==> src/rtl/jogo_pkg.sv <==
// jogo_pkg: shared screen geometry, sprite sizes and enemy-shot FSM states
package jogo_pkg;
  localparam int Y_LIMITE = 480;
  localparam int LARGURA_NAVE = 45;
  localparam int ALTURA_NAVE = 20;
  localparam int LARGURA_INIMIGO = 40;
  localparam int ALTURA_INIMIGO = 20;
  typedef enum logic [1:0] {ESPERA, VOANDO, ACERTO, FIM} estado_t;
endpackage

==> src/rtl/divisor_tick.sv <==
// divisor_tick: step divider counting 0..TICK_DIV-1, one-cycle tick at terminal count, frozen by pausa
module divisor_tick #(
  parameter int TICK_DIV = 500000
) (
  input  logic CLOCK_50,
  input  logic reset,
  input  logic pausa,
  output logic tick
);
  localparam int W = TICK_DIV > 1 ? $clog2(TICK_DIV) : 1;
  logic [W-1:0] cnt_q, cnt_d;
  assign tick = !pausa && cnt_q == W'(TICK_DIV - 1);
  always_comb cnt_d = pausa ? cnt_q : tick ? '0 : cnt_q + W'(1);
  always_ff @(posedge CLOCK_50) cnt_q <= !reset ? '0 : cnt_d;
endmodule

==> src/rtl/tiro_inimigo.sv <==
// tiro_inimigo: enemy ball launch, downward flight, ship impact detection and lives tracking
module tiro_inimigo
  import jogo_pkg::*;
#(
  parameter int TICK_DIV = 500000,
  parameter int VEL = 3,
  parameter int COOLDOWN = 60,
  parameter int RAIO = 5,
  parameter logic [1:0] VIDAS_INI = 2'd3
) (
  input  logic       CLOCK_50,
  input  logic       reset,
  input  logic       pausa,
  input  logic       reiniciarJogo,
  input  logic [9:0] x_inimigo,
  input  logic [9:0] y_inimigo,
  input  logic       inimigo_vivo,
  input  logic [9:0] x_nave,
  input  logic [9:0] y_nave,
  output logic [9:0] x_bola_inimiga,
  output logic [9:0] y_bola_inimiga,
  output logic [9:0] raio_bola_inimiga,
  output logic       bola_ativa,
  output logic       acertou_nave,
  output logic [1:0] vidas,
  output logic       fim_de_jogo
);
  localparam int CW = COOLDOWN > 0 ? $clog2(COOLDOWN + 1) : 1;
  localparam logic [CW-1:0] CD_INI = CW'(COOLDOWN);
  estado_t estado_q, estado_d;
  logic [CW-1:0] cd_q, cd_d;
  logic [9:0] x_q, x_d, y_q, y_d;
  logic [1:0] vidas_q, vidas_d;
  logic [10:0] y_next, y_topo;
  logic tick, hit, sai;
  divisor_tick #(.TICK_DIV(TICK_DIV)) u_div (
    .CLOCK_50(CLOCK_50),
    .reset(reset & ~reiniciarJogo),
    .pausa(pausa),
    .tick(tick)
  );
  assign y_next = {1'b0, y_q} + 11'(VEL);
  assign y_topo = y_next >= 11'(RAIO) ? y_next - 11'(RAIO) : '0;
  assign hit = {1'b0, x_nave} <= {1'b0, x_q} && {1'b0, x_q} < {1'b0, x_nave} + 11'(LARGURA_NAVE)
            && y_next + 11'(RAIO) >= {1'b0, y_nave} && y_topo < {1'b0, y_nave} + 11'(ALTURA_NAVE);
  assign sai = y_topo >= 11'(Y_LIMITE);
  always_comb begin
    estado_d = estado_q;
    cd_d = cd_q;
    x_d = x_q;
    y_d = y_q;
    vidas_d = vidas_q;
    if (estado_q == ESPERA && tick) begin
      if (cd_q != '0) cd_d = cd_q - CW'(1);
      else if (inimigo_vivo) begin
        estado_d = VOANDO;
        x_d = x_inimigo + 10'(LARGURA_INIMIGO / 2);
        y_d = y_inimigo + 10'(ALTURA_INIMIGO);
      end
    end else if (estado_q == VOANDO && tick) begin
      if (hit) begin
        estado_d = ACERTO;
        y_d = y_next[9:0];
      end else if (sai) begin
        estado_d = ESPERA;
        cd_d = CD_INI;
      end else y_d = y_next[9:0];
    end else if (estado_q == ACERTO) begin
      vidas_d = vidas_q - 2'd1;
      estado_d = vidas_q == 2'd1 ? FIM : ESPERA;
      cd_d = CD_INI;
    end
  end
  always_ff @(posedge CLOCK_50) begin
    if (!reset || reiniciarJogo) begin
      estado_q <= ESPERA;
      cd_q <= CD_INI;
      x_q <= '0;
      y_q <= '0;
      vidas_q <= VIDAS_INI;
    end else begin
      estado_q <= estado_d;
      cd_q <= cd_d;
      x_q <= x_d;
      y_q <= y_d;
      vidas_q <= vidas_d;
    end
  end
  assign x_bola_inimiga = x_q;
  assign y_bola_inimiga = y_q;
  assign raio_bola_inimiga = 10'(RAIO);
  assign bola_ativa = estado_q == VOANDO || estado_q == ACERTO;
  assign acertou_nave = estado_q == ACERTO;
  assign vidas = vidas_q;
  assign fim_de_jogo = estado_q == FIM;
endmodule
==> config.mk <==
export PLATFORM = sky130hd
export DESIGN_NAME = tiro_inimigo
export DESIGN_NICKNAME = d
export VERILOG_FILES = /design/src/rtl/jogo_pkg.sv /design/src/rtl/divisor_tick.sv /design/src/rtl/tiro_inimigo.sv
export SDC_FILE = /design/constraint.sdc
export NUM_CORES = 1
export LEC_CHECK = 0
export CAP_MARGIN = 10
export CELL_PAD_IN_SITES_DETAIL_PLACEMENT = 1
export CELL_PAD_IN_SITES_GLOBAL_PLACEMENT = 1
export CORE_MARGIN = 5
export CORE_UTILIZATION = 41
export CTS_CLUSTER_SIZE = 10
export DETAILED_ROUTE_END_ITERATION = 10
export GPL_TIMING_DRIVEN = 0
export PLACE_DENSITY = 0.82
export SKIP_CTS_REPAIR_TIMING = 1
export SYNTH_ARGS = -nofsm -noshare
export SYNTH_HDL_FRONTEND = slang
export SYNTH_SLANG_ARGS = --single-unit
==> constraint.sdc <==
create_clock -name CLOCK_50 -period 6.5 [get_ports CLOCK_50]
set_input_delay 1.3 -clock CLOCK_50 [delete_from_list [all_inputs] [get_ports CLOCK_50]]
set_output_delay 1.3 -clock CLOCK_50 [all_outputs]
set_load 0.02 [all_outputs]
==> results of run 1 <==
[cells in the mapped netlist, types with 4 or more instances]
cell,n
a211oi_1,10
a21o_1,9
a21oi_1,41
a31oi_1,6
and3_1,13
and4_1,5
buf_4,14
buf_6,5
clkbuf_1,22
dfxtp_1,49
ha_1,55
inv_1,35
mux2i_1,7
nand2_1,62
nand2b_1,5
nand3_1,16
nand4_1,8
nor2_1,52
nor2b_1,8
nor3_1,17
nor3b_1,7
nor4_1,8
o2111ai_1,4
o211ai_1,14
o21ai_0,27
o31ai_1,4
or3_1,12
xnor2_1,34
xor2_1,30
[per-layer routing]
layer | routed length, µm | part of all wire
met5 | 0 | 0
met1 | 6980 | 0.44
met2 | 8210 | 0.52
met3 | 461 | 0.029
met4 | 237 | 0.015
[stage by stage]
step	util	setup slack (ns)	power, mW
finish	0.511	0.761	0.687
CTS	0.511	0.761	0.694
global route	0.511	0.316	0.721
global placement	0.499	0.950	0.412
floorplan	-	1.81	0.367
detailed placement	0.499	0.800	0.417
[registers in the layout (all words and copies together), names as in the netlist]
signal / count
vidas: 2
cd_q: 6
x_bola_inimiga: 10
u_div.cnt_q: 19
estado_q: 2
y_bola_inimiga: 10
[kinds of logic after synthesis]
group	Yosys count
AOI/OAI and AO/OA	150
other	2
and+or+nand+nor	240
DFF	49
muxes	8
xor gates and xnor gates	65
adders and majority gates	55
buffers and inverters	80
[report_power, final]
part	switching (mW)	leakage (nW)	internal, mW	total [mW]
clock	0.129	0.0763	0.148	0.276
sequential	0.000468	0.395	0.300	0.301
combinational	0.0546	2.00	0.0552	0.110
[path summary, 6_finish.rpt]
kind / start / cells after the start / end
setup / recovery: y_bola_inimiga[0] / 22 / y_bola_inimiga[3]
hold / removal: cd_q[1] / 2 / cd_q[1]
setup reg to reg: y_bola_inimiga[0] / 22 / y_bola_inimiga[3]
hold reg to reg: cd_q[1] / 2 / cd_q[1]
[area by class of cell]
class	instances	area share
buffer	45	0.0426
timing repair buffer	69	0.112
tap	168	0.0341
clock buffer	5	0.0203
clock inverter	3	0.00467
sequential	49	0.159
inverter	35	0.0213
multi-input combinational	528	0.606
[worst register-to-register path, stage by stage, from the launching register on]
cell and delay [ns]:
dfxtp_1 0.44, buf_6 0.18, clkbuf_1 0.44, inv_1 0.24
ha_1 0.35, clkbuf_1 0.39, nand2_1 0.13, a221oi_2 0.27
a31o_4 0.17, nand4bb_4 0.15, nor3_1 0.35, buf_2 0.29
nor2_1 0.09, ha_1 0.32, a21o_1 0.17, a21o_1 0.17
a21oi_1 0.13, nand2_1 0.07, nor3_1 0.31, nand2_1 0.16
o311ai_4 0.40, nor2_2 0.20, o31ai_1 0.27
==> impl_metrics.csv, run 1 <==
group,metric,value,unit
power,vdd_ir_drop_max,0.103,mV
synthesis,postSynthAreaPerCell,7.83,µm²
grt,met1_usage,0.272,
setup_path,required,6.71,ns
setup_path,crit_path_frequent_cell,"nand2_1",
grt,use_met3,0.0159,
synthesis,synth_mux_area_frac,0.0160,
floorplanning,pin_count,80,
synthesis,synth-simple-area-share,0.254,
synthesis,synth_fa_ha_area_frac,0.135,
grt,busiest_layer,"met2",
grt,gr-usage-met2,0.408,
route,first_pass_iters,4,
synthesis,yosys.area.top_type,"dfxtp_1",
finish,antennaDiodeCount,0,
synthesis,yosysSeqAreaShare,0.193,
route,via_per_inst,5.61,
synthesis,synth_compound_area_frac,0.209,
finish,regArea,981,µm²
timing,worst_pin_slew,0.732,ns
place,io_buffers,69,
synthesis,synth_cell_types,81,
cts,cts_tree,"built",
synthesis,synth-edff-count,0,
place,place_congestion,0.904,
route,wire_per_inst,17.6,µm
timing,drv_slew,0,
timing,rsz0062_at_grt,"false",
grt,grt_pass1_wl,26500,µm
finish,stdcell_count,902,
grt,grt_pass1_vias,5459,
place,placed_area,6010,µm²
finish,design_area,6170,µm²
setup_path,r2r_slack,0.76,ns
setup_path,crit_path_start_kind,"flip-flop",
finish,layout_commonest_cell,"clkdlybuf4s50_1",
synthesis,synth.top_cell.area_share,0.193,
timing,fmax,174,MHz
synthesis,syn_inst,649,
timing,max-slew-margin-rel,0.508,
setup_path,slowest_stage,"dfxtp_1",
finish,fillers,1518,
grt,grt_max_degree,19,
setup_path,worst_path_largest_cell_delay,0.44,ns
finish,nets,833,
grt,gr-total-overflow,0,
timing,clock_skew,0.0106,ns
timing,hold_violations,0,
cts,worstSkewPairLatency,0.30,ns
finish,mostFrequentLayoutCells,"clkdlybuf4s50_1 (69), nand2_1 (62), ha_1 (55), nor2_1 (52), dfxtp_1 (49)",
power,p_leak,2.47,nW
synthesis,ys.flop_type,"dfxtp_1",
synthesis,synth_top_family_by_area,"simple AND/OR/NAND/NOR gates",
timing,finalCritPeriodShare,0.883,
cts,clockBufferDepth,2,
cts,cts_buffers,5,
setup_path,path_cells,"buf_6, clkbuf_1, inv_1, ha_1, clkbuf_1, nand2_1, a221oi_2, a31o_4, nand4bb_4, nor3_1, buf_2, nor2_1, ha_1, a21o_1, a21o_1, a21oi_1, nand2_1, nor3_1, nand2_1, o311ai_4, nor2_2, o31ai_1",
synthesis,synthArstFlopShare,0,
floorplanning,fp.dieW,121,µm
route,vias,5062,
setup_path,critPathKind,"flip-flop to flip-flop",
timing,post-route-min-period,5.74,ns
finish,multi_input_area,3740,µm²
setup_path,crit_path_max_fanout,10,
synthesis,yosys_warnings,0,
setup_path,endpoint_kind,"flip-flop",
place,hpwl,12900,µm
run_status,status,"completed",
place,dp_cells,894,
setup_path,crit_arrival,5.95,ns
floorplanning,fp.dieH,121,µm
route,ant_nets,0,
finish,drive_above_1_share,0.0736,
setup_path,crit_buf_inv,5,
cts,path_clk_slew,0.08,ns
timing,setup_violations,0,
floorplanning,initial_utilization,0.421,
floorplanning,fp.coreArea,12100,µm²
grt,antenna_found_initial,0,
floorplanning,die-area,14700,µm²
synthesis,synth.cell_area,5080,µm²
route,drtIter0Drc,260,
finish,area_delta_synth_final,21.3,%
power,power.density,111,nW/µm²
min_path,hold_path.class,"flip-flop to flip-flop",
cts,htreeDepth,2,
cts,cts.sinks,49,
grt,grt_util_all_layers,0.219,
run,maxCapViolations,0,
synthesis,ys_ff_latch,49,
route,drt_wl_total,15900,µm
timing,holdWs,0.483,ns
timing,finalSetupTns,0,ns
synthesis,synth_area_leaders,"dfxtp_1 (19%), ha_1 (14%), xnor2_1 (5.9%)",
route,drc_errors,0,
synthesis,synth-xor-area-share,0.113,
cts,cts-root-buf,"clkbuf_16",
floorplanning,num_rows,40,
setup_path,critPathTopFamily,"compound AO/OA/AOI/OAI gates",
No activity file was read; power rests on OpenSTA's default activity.
==> run 2: changes to the inputs <==
--- a/config.mk
+++ b/config.mk
@@ -18,3 +18,4 @@
 export SYNTH_ARGS = -nofsm -noshare
 export SYNTH_HDL_FRONTEND = slang
 export SYNTH_SLANG_ARGS = --single-unit
+export TNS_END_PERCENT = 50
==> results of run 2 <==
Final layout, timing and power as in run 1 (identical DEF).
